**src/rtl/spi_pkg.sv**
```systemverilog
// Shared constants and state encoding for the SPI controller master.
package spi_pkg;

  // Default frame layout: 8-bit command followed by an 8-bit data field.
  localparam int unsigned FRAME_BITS   = 16;
  localparam int unsigned CMD_BITS     = 8;
  localparam int unsigned CMD_RW_BIT   = 15;
  localparam int unsigned CMD_ADDR_MSB = 14;
  localparam int unsigned CMD_ADDR_LSB = 8;
  localparam int unsigned CMD_ADDR_W   = CMD_ADDR_MSB - CMD_ADDR_LSB + 1;

  typedef enum logic [2:0] {
    StIdle,
    StSetup,
    StShift,
    StHold,
    StGap
  } spi_state_e;

endpackage

```
**src/rtl/spi_sclk_gen.sv**
```systemverilog
// SCLK generator: half-period divider, leading/trailing edge strobes and the
// CPOL idle level whenever the controller is not shifting.
module spi_sclk_gen #(
  parameter int unsigned DIV_HALF = 4
) (
  input  logic clk,
  input  logic rstb,
  input  logic ena,
  input  logic run,       // controller outside IDLE
  input  logic shift_en,  // controller in SHIFT
  input  logic cpol,
  output logic tick,
  output logic lead,
  output logic trail,
  output logic sclk
);

  localparam int unsigned CntW = (DIV_HALF > 1) ? $clog2(DIV_HALF) : 1;

  logic [CntW-1:0] div_cnt_q;
  logic            sclk_q;

  assign tick  = run && (div_cnt_q == CntW'(DIV_HALF - 1));
  // Leading edge moves SCLK away from its idle level, trailing edge returns it.
  assign lead  = tick && shift_en && (sclk_q == cpol);
  assign trail = tick && shift_en && (sclk_q != cpol);
  assign sclk  = sclk_q;

  // Half-period divider, held at zero while the controller is idle.
  always_ff @(posedge clk or negedge rstb) begin
    if (!rstb) begin
      div_cnt_q <= '0;
    end else if (ena) begin
      if (!run || tick) begin
        div_cnt_q <= '0;
      end else begin
        div_cnt_q <= div_cnt_q + 1'b1;
      end
    end
  end

  // SCLK toggles on every tick while shifting, otherwise parks at CPOL.
  always_ff @(posedge clk or negedge rstb) begin
    if (!rstb) begin
      sclk_q <= 1'b0;
    end else if (ena) begin
      if (shift_en) begin
        if (tick) begin
          sclk_q <= ~sclk_q;
        end
      end else begin
        sclk_q <= cpol;
      end
    end
  end

endmodule

```
**src/rtl/spi_controller_master.sv**
```systemverilog
// SPI controller master: turns a start/done request into one write or read
// frame (command byte + data field, MSB first) and captures MISO read data.
module spi_controller_master
  import spi_pkg::*;
#(
  parameter int unsigned REG_WIDTH  = 8,
  parameter int unsigned ADDR_WIDTH = 3,
  parameter int unsigned DIV_HALF   = 4
) (
  input  logic                  clk,
  input  logic                  rstb,
  input  logic                  ena,
  input  logic [1:0]            mode,
  input  logic                  start,
  input  logic                  rw,
  input  logic [ADDR_WIDTH-1:0] addr,
  input  logic [REG_WIDTH-1:0]  wdata,
  output logic                  busy,
  output logic                  done,
  output logic [REG_WIDTH-1:0]  rdata,
  output logic                  spi_cs_n,
  output logic                  spi_clk,
  output logic                  spi_mosi,
  input  logic                  spi_miso
);

  localparam int unsigned FrameW   = CMD_BITS + REG_WIDTH;
  localparam int unsigned NumEdges = 2 * FrameW;
  localparam int unsigned EdgeW    = $clog2(NumEdges);
  localparam logic [EdgeW-1:0] LastEdge = EdgeW'(NumEdges - 1);

  spi_state_e            state_q;
  logic [1:0]            mode_q;
  logic                  rw_q;
  logic [FrameW-1:0]     tx_q;
  logic [REG_WIDTH-1:0]  rx_q;
  logic [EdgeW-1:0]      edge_q;
  logic                  busy_q;
  logic                  done_q;
  logic [REG_WIDTH-1:0]  rdata_q;
  logic                  cs_n_q;
  logic                  mosi_q;

  logic                  tick;
  logic                  lead;
  logic                  trail;
  logic                  accept;
  logic                  cpha;
  logic [FrameW-1:0]     frame_d;

  // A start arriving in the done cycle is dropped, not queued.
  assign accept = start && (state_q == StIdle) && !done_q;
  assign cpha   = mode_q[0];

  // Frame image: rw, zero-extended address, data (zero on reads).
  always_comb begin
    frame_d = {rw, CMD_ADDR_W'(addr), (rw ? wdata : {REG_WIDTH{1'b0}})};
  end

  spi_sclk_gen #(
    .DIV_HALF (DIV_HALF)
  ) u_sclk_gen (
    .clk      (clk),
    .rstb     (rstb),
    .ena      (ena),
    .run      (state_q != StIdle),
    .shift_en (state_q == StShift),
    .cpol     (mode_q[1]),
    .tick     (tick),
    .lead     (lead),
    .trail    (trail),
    .sclk     (spi_clk)
  );

  // Frame FSM with shift registers and registered interface outputs.
  always_ff @(posedge clk or negedge rstb) begin
    if (!rstb) begin
      state_q <= StIdle;
      mode_q  <= 2'b00;
      rw_q    <= 1'b0;
      tx_q    <= '0;
      rx_q    <= '0;
      edge_q  <= '0;
      busy_q  <= 1'b0;
      done_q  <= 1'b0;
      rdata_q <= '0;
      cs_n_q  <= 1'b1;
      mosi_q  <= 1'b0;
    end else if (ena) begin
      done_q <= 1'b0;
      unique case (state_q)
        StIdle: begin
          // Mode tracks the input while idle so the idle SCLK level follows CPOL.
          mode_q <= mode;
          if (accept) begin
            rw_q    <= rw;
            tx_q    <= frame_d;
            mosi_q  <= frame_d[FrameW-1];
            cs_n_q  <= 1'b0;
            busy_q  <= 1'b1;
            edge_q  <= '0;
            state_q <= StSetup;
          end
        end

        StSetup: begin
          if (tick) begin
            state_q <= StShift;
          end
        end

        StShift: begin
          if (lead) begin
            if (cpha) begin
              mosi_q <= tx_q[FrameW-1];
              tx_q   <= tx_q << 1;
            end else begin
              rx_q <= {rx_q[REG_WIDTH-2:0], spi_miso};
            end
          end
          if (trail) begin
            if (cpha) begin
              rx_q <= {rx_q[REG_WIDTH-2:0], spi_miso};
            end else if (edge_q != LastEdge) begin
              // CPHA=0: bit 15 is already on MOSI, so present the next one.
              mosi_q <= tx_q[FrameW-2];
              tx_q   <= tx_q << 1;
            end
          end
          if (tick) begin
            if (edge_q == LastEdge) begin
              edge_q  <= '0;
              state_q <= StHold;
            end else begin
              edge_q <= edge_q + 1'b1;
            end
          end
        end

        StHold: begin
          if (tick) begin
            cs_n_q  <= 1'b1;
            state_q <= StGap;
          end
        end

        StGap: begin
          if (tick) begin
            done_q  <= 1'b1;
            busy_q  <= 1'b0;
            mosi_q  <= 1'b0;
            state_q <= StIdle;
            if (!rw_q) begin
              rdata_q <= rx_q;
            end
          end
        end

        default: begin
          state_q <= StIdle;
        end
      endcase
    end
  end

  assign busy     = busy_q;
  assign done     = done_q;
  assign rdata    = rdata_q;
  assign spi_cs_n = cs_n_q;
  assign spi_mosi = mosi_q;

endmodule
```
**config.mk**
```make
export PLATFORM = sky130hd
export DESIGN_NAME = spi_controller_master
export DESIGN_NICKNAME = d
export VERILOG_FILES = /design/src/rtl/spi_pkg.sv /design/src/rtl/spi_sclk_gen.sv /design/src/rtl/spi_controller_master.sv
export SDC_FILE = /design/constraint.sdc
export NUM_CORES = 1
export LEC_CHECK = 0
export ABC_CLOCK_PERIOD_IN_PS = 7100
export BUFFER_PORTS_ARGS = -buffer_cell sky130_fd_sc_hd__buf_4
export CAP_MARGIN = 20
export CORE_UTILIZATION = 45
export CTS_CLUSTER_SIZE = 40
export DETAILED_ROUTE_END_ITERATION = 8
export GPL_TIMING_DRIVEN = 0
export PLACE_DENSITY = 0.75
export SLEW_MARGIN = 20
export SYNTH_ARGS = -nofsm -noshare
export SYNTH_HDL_FRONTEND = slang
export SYNTH_HIERARCHICAL = 1
export SYNTH_SLANG_ARGS = --single-unit
```
**constraint.sdc**
```tcl
create_clock -name clk -period 7.1 [get_ports clk]
set_clock_uncertainty 0.2 [all_clocks]
set_input_delay 0.71 -clock clk [delete_from_list [all_inputs] [get_ports clk]]
set_output_delay 0.71 -clock clk [all_outputs]
set_load 0.02 [all_outputs]
```
==> run metrics <==
status=completed; post-CTS sizing=0; Leakage=approximately 1.3 nW; drc violations=0; total track usage=roughly 18%; unrepaired setup endpoints after global routing=no; via count=1641; # Post-CTS Setup Buffers=0; setup TNS=0 ns; gpl congestion=about 0.81; Max VDD drop=about 140 uV; Routed WL per cell=about 14 um; Critical Path AT=about 2.9 ns; pwr/cell area=roughly 330 nW/um^2; Avg Cell Area, Syn=between 10 and 15 um^2; Data required, critical path=7.12 ns; number of clock sinks seen by CTS=50; Starting Density=47.0%; max-cap violations=0; clock buffers created by TritonCTS=5; initial antenna violation count=0; period utilization=40.5%; vias per cell=around 5.3; Netlist cell types=50; WHS=approximately 0.22 ns; Slew @ Worst Pin=between 0.7 and 0.8 ns; netlist area before placement=~2400 um^2; minimum clock period=about 2.9 ns; DR iter-0 viols=75; Syn-to-layout area delta=16.7%; Final Hold Fails=0; Routed Wire Length=between 4 and 5 mm; max-slew violations=0; Reg2Reg Setup Slack=approximately 4.2 ns; row count=26; Finish-stage setup viols=0; # nets final=around 260; clk_lat worst skew=0.30 ns; pin count of the biggest net entering global routing=51; hold crit path type=input pin to asynchronous set/reset pin; YS warnings=6; sequential area share after synthesis=roughly 52%; worst-path maximum fanout=13; Antenna Cells=0; Main synth FF type=dfrtp_1; Die X=approximately 75 um; Clock Path Buffers=2; I/O pins=32; die span in y=roughly 75 um; Setup CP Type=register to register; Mapped Nets=between 200 and 250; full die area=5630 um^2; via count of the first global-routing pass=approximately 1.6k; H-tree levels=2; Routed Antenna Nets=0; Reg clk slew, reported paths=~0.090 ns; CTS tree=done; fmax=approximately 350 MHz; drt pass-1 iters=4; Root Buffer=clkbuf_8; input/output buffers=30; Syn Inst Count=200; Setup crit start kind=register; Post-synth ARST share=between 90% and 100%; core footprint=slightly above 5000 um^2; share of layout cells above drive strength 1=a little under a third; Crit. End Element=register; #FFs+latches synth=50; Max transition margin=about half; first-pass GRT wire length=about 7.5 mm; Post-DP HPWL=3.08 mm; Overflow after GRT=0; Post-synth EDFFs=0; Post-CTS Hold Buffers=0
-- critical path: stages, from the launching register on --
cell and delay, ns:
dfrtp_1 0.37, buf_2 0.17, or3b_1 0.41, buf_6 0.17
clkinv_4 0.06, buf_6 0.14, and3_1 0.18, or3b_2 0.49
a21oi_2 0.19, buf_4 0.19, a32oi_1 0.06, o2bb2ai_1 0.17
-- synth_stat cells, drive strengths merged, types with 2 or more instances --
cell type | n | share of area [%]
nand3 | 4 | 1.4
clkbuf | 3 | 0.47
inv | 5 | 0.78
nor2 | 5 | 1.5
or3 | 3 | 0.78
a21boi | 2 | 0.63
buf | 6 | 2.0
a2bb2oi | 4 | 1.5
ha | 3 | 1.6
nand2b | 4 | 1.0
dfrtp | 49 | 51
and2 | 3 | 0.83
xor2 | 2 | 0.73
and3 | 3 | 0.78
a21oi | 10 | 2.2
o22ai | 6 | 1.6
a21o | 4 | 1.3
a32oi | 7 | 2.6
o21ai | 15 | 3.4
o2bb2ai | 7 | 2.6
a32o | 4 | 1.7
or3b | 2 | 0.73
mux2 | 19 | 10
nor3b | 3 | 1.1
nand2 | 14 | 2.2
-- logic make-up after synthesis --
logic type	Yosys count	share of synthesized area, %
compound gates	63	18.9
simple gates	47	12.5
buf+inv	15	3.60
flops	50	52.2
xor+xnor	2	0.730
fa+ha+maj	3	1.56
mux	20	10.6
-- worst paths after layout --
kind / start / end / cells past startpoint
hold / removal: rstb / rx_q[5]$_DFFE_PN0P_ / 1
hold reg to reg: spi_cs_n$_DFFE_PN1P_ / spi_cs_n$_DFFE_PN1P_ / 2
setup reg to reg: state_q[0]$_DFFE_PN0P_ / tx_q[4]$_DFFE_PN0P_ / 11
setup / recovery: state_q[0]$_DFFE_PN0P_ / tx_q[4]$_DFFE_PN0P_ / 11
min in group clk: spi_cs_n$_DFFE_PN1P_ / spi_cs_n$_DFFE_PN1P_ / 2
max in group asynchronous: rstb / tx_q[9]$_DFFE_PN0P_ / 1
-- layout by cell type, fill, tap and decap left out, types with 2 or more instances in the layout --
cell type and instances:
nand2_1 14, o21ai_2 2, clkbuf_1 3, buf_2 2, buf_4 32, a21o_1 4, a32o_1 4, o21ai_0 12
xor2_1 2, nor2_1 4, ha_1 3, buf_6 2, and2_1 2, a2bb2oi_1 4, nand2b_1 4, clkbuf_8 5
a32oi_1 7, inv_1 5, nor3b_1 2, mux2_2 11, dfrtp_1 49, or3_1 3, mux2_4 8, clkinv_2 2
o22ai_1 6, o2bb2ai_1 7, and3_1 3, a21oi_1 9, nand3_1 3
-- registers in the layout, summed over array words and instances, names as in the netlist, 2 cells and up --
name and flops:
edge_q 5, mode_q 2, rdata 8, rx_q 8, state_q 3, tx_q 16, u_sclk_gen/div_cnt_q 2
-- power breakdown --
| group | total [mW] | internal (mW) | switching, mW |
|---|---|---|---|
| Combinational | 0.329 | 0.159 | 0.169 |
| Sequential | 0.420 | 0.363 | 0.0573 |
| Clock | 0.164 | 0.0695 | 0.0946 |
| Total | 0.913 | 0.592 | 0.321 |
-- cell type report --
| type | instances | area [um^2] |
|---|---|---|
| fill | 458 | 2310 |
| sequential | 50 | 1250 |
| inverter | 6 | 27.5 |
| clock buffer | 5 | 68.8 |
| timing repair buffer | 30 | 225 |
| tap | 70 | 87.6 |
| multi-input combinational | 135 | 1060 |
| clock inverter | 3 | 18.8 |
| buffer | 9 | 58.8 |
-- metrics by stage --
stage / util [%] / instances / area, um^2 / setup WS (ns) / power (mW)
2_1_floorplan: - / 200 / 2400 / 4.47 / 0.669
3_3_place_gp: 53.1 / 300 / 2710 / 4.27 / 0.745
3_5_place_dp: 53.1 / 300 / 2710 / 4.26 / 0.758
4_1_cts: 54.9 / 308 / 2800 / 4.20 / 0.922
5_1_grt: 54.9 / 308 / 2800 / 3.96 / 0.982
6_report: 54.9 / 308 / 2800 / 4.22 / 0.913
-- per-layer routing --
metal	vias to the layer above	GRT usage [%]	part of all wire [%]
li1	823	-	-
met1	791	23.9	49
met2	20	29.4	47
met3	7	2.95	2.6
met4	0	5.66	1.2
met5	-	0	0
(Power assumes the default switching activity.)
